--- src/rtl/rot_stage_pipe.sv ---
// Registered rotate pipeline: STAGES valid/ready stages, each rotating its word by ROT bits
// in the direction carried with the word, plus a delivered-word counter.
module rot_stage_pipe #(
    parameter int WIDTH  = 32,
    parameter int ROT    = 16,
    parameter int STAGES = 3,
    parameter int CNTW   = 16
) (
    input  logic             clk,
    input  logic             reset,
    input  logic             in_valid,
    output logic             in_ready,
    input  logic [WIDTH-1:0] in_data,
    input  logic             in_dir,
    output logic             out_valid,
    input  logic             out_ready,
    output logic [WIDTH-1:0] out_data,
    output logic             out_dir,
    output logic [CNTW-1:0]  out_count
);

    // A right rotate by ROT is a left rotate by WIDTH-ROT; ROT=0 collapses to identity.
    localparam int ROT_L = ROT;
    localparam int ROT_R = (WIDTH - ROT) % WIDTH;

    function automatic logic [WIDTH-1:0] rot(input logic [WIDTH-1:0] x, input logic d);
        logic [2*WIDTH-1:0] dbl;
        dbl = {x, x} << (d ? ROT_R : ROT_L);
        return dbl[2*WIDTH-1:WIDTH];
    endfunction

    logic [STAGES-1:0] vld;
    logic [STAGES-1:0] dir;
    logic [STAGES-1:0] load;
    logic [WIDTH-1:0]  dat [STAGES];

    // A stage loads when it is empty or its word moves on; resolved from the output backwards.
    always_comb begin
        logic adv_k;
        // NOTE: blocking assignments here are intentional: adv_k is a combinational temporary
        // carried down the loop, and every output gets a default first so no latch is inferred.
        load  = '0;
        adv_k = out_ready;
        for (int k = STAGES - 1; k >= 0; k--) begin
            load[k] = !vld[k] | adv_k;
            adv_k   = load[k];
        end
    end

    assign in_ready  = load[0];
    assign out_valid = vld[STAGES-1];
    assign out_data  = dat[STAGES-1];
    assign out_dir   = dir[STAGES-1];

    always_ff @(posedge clk or posedge reset) begin
        if (reset) begin
            vld       <= '0;
            dir       <= '0;
            out_count <= '0;
            // NOTE: the data registers are cleared too, so out_data reads zero during and
            // after reset rather than exposing a stale word.
            for (int k = 0; k < STAGES; k++) dat[k] <= '0;
        end else begin
            if (load[0]) begin
                vld[0] <= in_valid;
                if (in_valid) begin
                    dat[0] <= rot(in_data, in_dir);
                    dir[0] <= in_dir;
                end
            end
            for (int k = 1; k < STAGES; k++) begin
                if (load[k]) begin
                    vld[k] <= vld[k-1];
                    if (vld[k-1]) begin
                        dat[k] <= rot(dat[k-1], dir[k-1]);
                        dir[k] <= dir[k-1];
                    end
                end
            end
            if (vld[STAGES-1] && out_ready) out_count <= out_count + CNTW'(1);
        end
    end

endmodule

--- config.mk ---
export PLATFORM = sky130hd
export DESIGN_NAME = rot_stage_pipe
export DESIGN_NICKNAME = d
export VERILOG_FILES = /design/src/rtl/rot_stage_pipe.sv
export SDC_FILE = /design/constraint.sdc
export NUM_CORES = 1
export LEC_CHECK = 0
export BUFFER_PORTS_ARGS = -buffer_cell sky130_fd_sc_hd__clkbuf_2
export CAP_MARGIN = 20
export CORE_ASPECT_RATIO = 0.9
export CORE_UTILIZATION = 55
export CTS_CLUSTER_SIZE = 16
export DETAILED_ROUTE_END_ITERATION = 10
export HOLD_SLACK_MARGIN = 0.1
export PLACE_DENSITY = 0.79
export SETUP_SLACK_MARGIN = 0.3
export SLEW_MARGIN = 20
export SYNTH_ARGS = -nofsm -noshare
export SYNTH_HDL_FRONTEND = slang
export SYNTH_SLANG_ARGS = --single-unit
--- constraint.sdc ---
create_clock -name clk -period 4.3 [get_ports clk]
set_input_delay 0 -clock clk [delete_from_list [all_inputs] [get_ports clk]]
set_output_delay 0 -clock clk [all_outputs]
set_load 0.05 [all_outputs]
==> results_dict.tcl <==
set metrics [dict create \
    reg2reg_from "vld[2]" \
    tightest_slew_ps 897.3 \
    fmax_mhz 509.0 \
    ys_ff_latch 118 \
    mostFrequentLayoutCell "dfrtp_1" \
    fin_cells 541 \
    htreeDepth 4 \
    syn_inst 311 \
    post_cts_buffers 0 \
    antenna_cells 0 \
    ir_worst_vdd_v 0.0004825 \
    r2r_slack_ps 2340 \
    coreArea_um2 8184 \
    grt_usage_pct 20.49 \
    rsz0062_at_grt "false" \
    worstHoldStart "in_data[13]" \
    start_util_pct 57.77 \
    first_global_vias 2877 \
    synth_nets 349 \
    rows 31 \
    reg2reg_to "dat[82]" \
    clockBufferDepth 2 \
    synth_area_um2 4728 \
    pwr-share-seq_pct 38.5 \
    drt_iter0_drc 69 \
    dp.cells 472 \
    route.detailed.drc 0 \
    path_cells "nand4b_1 -> nand2_2 -> mux2_2" \
    hold_path.class "input port to register" \
    final-setup-viol-count 0 \
    crit_buf_inv 0 \
    die_w_um 99.74 \
    slowest_delay_ps 730 \
    gp_congestion 0.7429 \
    cts_tree "done" \
    vias 2673 \
    die_area_um2 8972 \
    cp-end-kind "register" \
    utilization_pct 72.96 \
    fin_tns_setup_ps 0 \
    drtPass1Iterations 4 \
    cp_slowest_cell "nand2_2" \
    die_h_um 89.96 \
    clock_skew_ps 9.249 \
    wirelength_mm 8.155 \
    slew_viol_final 0 \
    clkSlewWorstSetupHoldPaths_ps 60 \
    synth-seq-area-share_pct 62.45 \
    syn_area_per_cell_um2 15.20 \
    cp_max_fo 33 \
    vias_per_cell 4.941 \
    fin_crit_sh_pct 45.69 \
    clk-insertion-delay-late_ps 500 \
    crit_required_ps 4680 \
    ys.warnings.count 0 \
    grt_pass1_wl_mm 13.92 \
    p_sw_w 0.001476 \
    clock-sinks 118 \
    status "completed" \
    leakagePower_nw 2.741 \
    port-buffer-count 87 \
    p_comb_share_pct 28.8 \
    layout_common_cells "dfrtp_1 (118), mux2_2 (100), clkbuf_2 (87)" \
    holdPathEnd "dat[93]" \
    swShare_pct 35.95 \
    crit_family "simple AND/OR/NAND/NOR gates" \
    placed_cell_area_um2 5020 \
    critPathKind "register to register" \
    ff2ff_path_depth 3 \
    final_cell_area_um2 5971 \
    arrival_ps 2340 \
    dpl.hpwl_mm 4.840 \
    post_drt_wl_per_cell_um 15.07 \
    grt_max_degree 77 \
    clkPwrFrac_pct 32.8 \
    max-cap-violations 0 \
    gr-total-overflow 0 \
    power_w 0.004107 \
    nets 451 \
    hold_viol 0 \
    slew_headroom_pct 39.97 \
    ant_nets 0 \
    syn_to_final_growth_pct 26.28 \
    start_kind "register" \
    drive_above_1_share_pct 53.29 \
    synthDistinctLibCells 22 \
    root_buffer "clkbuf_8" \
    internal_power_w 0.002631 \
    whs_path_depth 3 \
    fill_cells 535 \
    period_needed_ps 1965 \
    io_pins 88 \
    antenna_found_initial 0 \
    powerDensity_nw_per_um2 687.9 \
    cts_buffers 17 \
]
routing by layer:
layer  track usage (%)  up-vias  wire, µm
li1                  -     1252         -
met2             34.54       54      4182
met5                 0        -         0
met1             25.05     1356      3569
met3             5.443       11       288
met4             8.088        0       114
cell families (layout without fill, tap and decap cells):
logic type,Yosys count,count (layout),share of synthesized area (%)
muxes,100,100,23.82
and+or+nand+nor,33,33,4.076
xor gates and xnor gates,15,15,2.779
buffers and inverters,44,159,6.616
adders and majority gates,1,1,0.2646
DFF,118,118,62.45
registers in the layout, summed over array words and instances (netlist names):
register,count
dat,64
out_data,32
out_count,16
dir,3
vld,3
worst max path at each step:
| stage | from | to | depth (start not counted) |
|---|---|---|---|
| after CTS | vld[2] | dir[0] | 3 |
| after global placement | vld[2] | dat[64] | 3 |
| final | vld[2] | dat[82] | 3 |
| after detailed placement | vld[2] | dat[75] | 3 |
| after floorplan | reset | dat[32] | 1 |
| after global routing | vld[2] | dir[0] | 3 |
synthesized netlist by cell type:
| cell type | instances | area share, % |
|---|---|---|
| dfrtp_1 | 118 | 62 |
| mux2_2 | 100 | 24 |
| buf_4 | 38 | 6.0 |
| xnor2_1 | 9 | 1.7 |
| nand2_1 | 7 | 0.56 |
| xor2_1 | 6 | 1.1 |
| buf_2 | 4 | 0.42 |
| nand3_1 | 4 | 0.42 |
| and4_1 | 3 | 0.56 |
| nand2b_1 | 3 | 0.40 |
| nand4_1 | 3 | 0.40 |
| nor2_1 | 3 | 0.24 |
| nor2b_1 | 3 | 0.40 |
| inv_1 | 2 | 0.16 |
| ha_1 | 1 | 0.26 |
| nand2_2 | 1 | 0.13 |
| nand3b_1 | 1 | 0.16 |
| nand4b_1 | 1 | 0.19 |
| nor3_2 | 1 | 0.21 |
| or2_2 | 1 | 0.13 |
| or2b_1 | 1 | 0.16 |
| or3_1 | 1 | 0.13 |
power by group through the flow:
stage               Sequential [W]  Combinational, W  Clock [W]
CTS                        0.00158           0.00119    0.00137
global placement           0.00158           0.00114          0
detailed placement         0.00159           0.00116          0
finish                     0.00158           0.00118    0.00135
global route               0.00162           0.00124    0.00142
floorplan                  0.00166          0.000997          0
area by class of cell:
| class | count | area (µm²) | area share (%) |
|---|---|---|---|
| multi-input cells | 149 | 1470 | 24.62 |
| repair buffers | 125 | 813.3 | 13.62 |
| well taps | 115 | 143.9 | 2.410 |
| inverters | 2 | 10.01 | 0.1676 |
| clock inverters | 14 | 152.6 | 2.557 |
| flip-flops and latches | 118 | 2953 | 49.46 |
| clock buffers | 18 | 427.9 | 7.167 |
worst min-delay path: cells and delay by family:
family   cells  cell delay [ps]
buf+inv      2              610
mux          1              120
stage by stage:
step           setup WS, ps  hold slack (ps)
2_1_floorplan          1171            108.4
3_3_place_gp           2440            218.1
3_5_place_dp           2384            233.9
4_1_cts                2360            242.2
5_1_grt                2195            255.9
6_report               2335            264.5
timing repair:
action                                 in CTS  in global routing
hold buffers                               37                  0
resized for setup                           0                  0
endpoints found under the hold margin     118                  0
No activity file was read; power rests on OpenSTA's default activity.
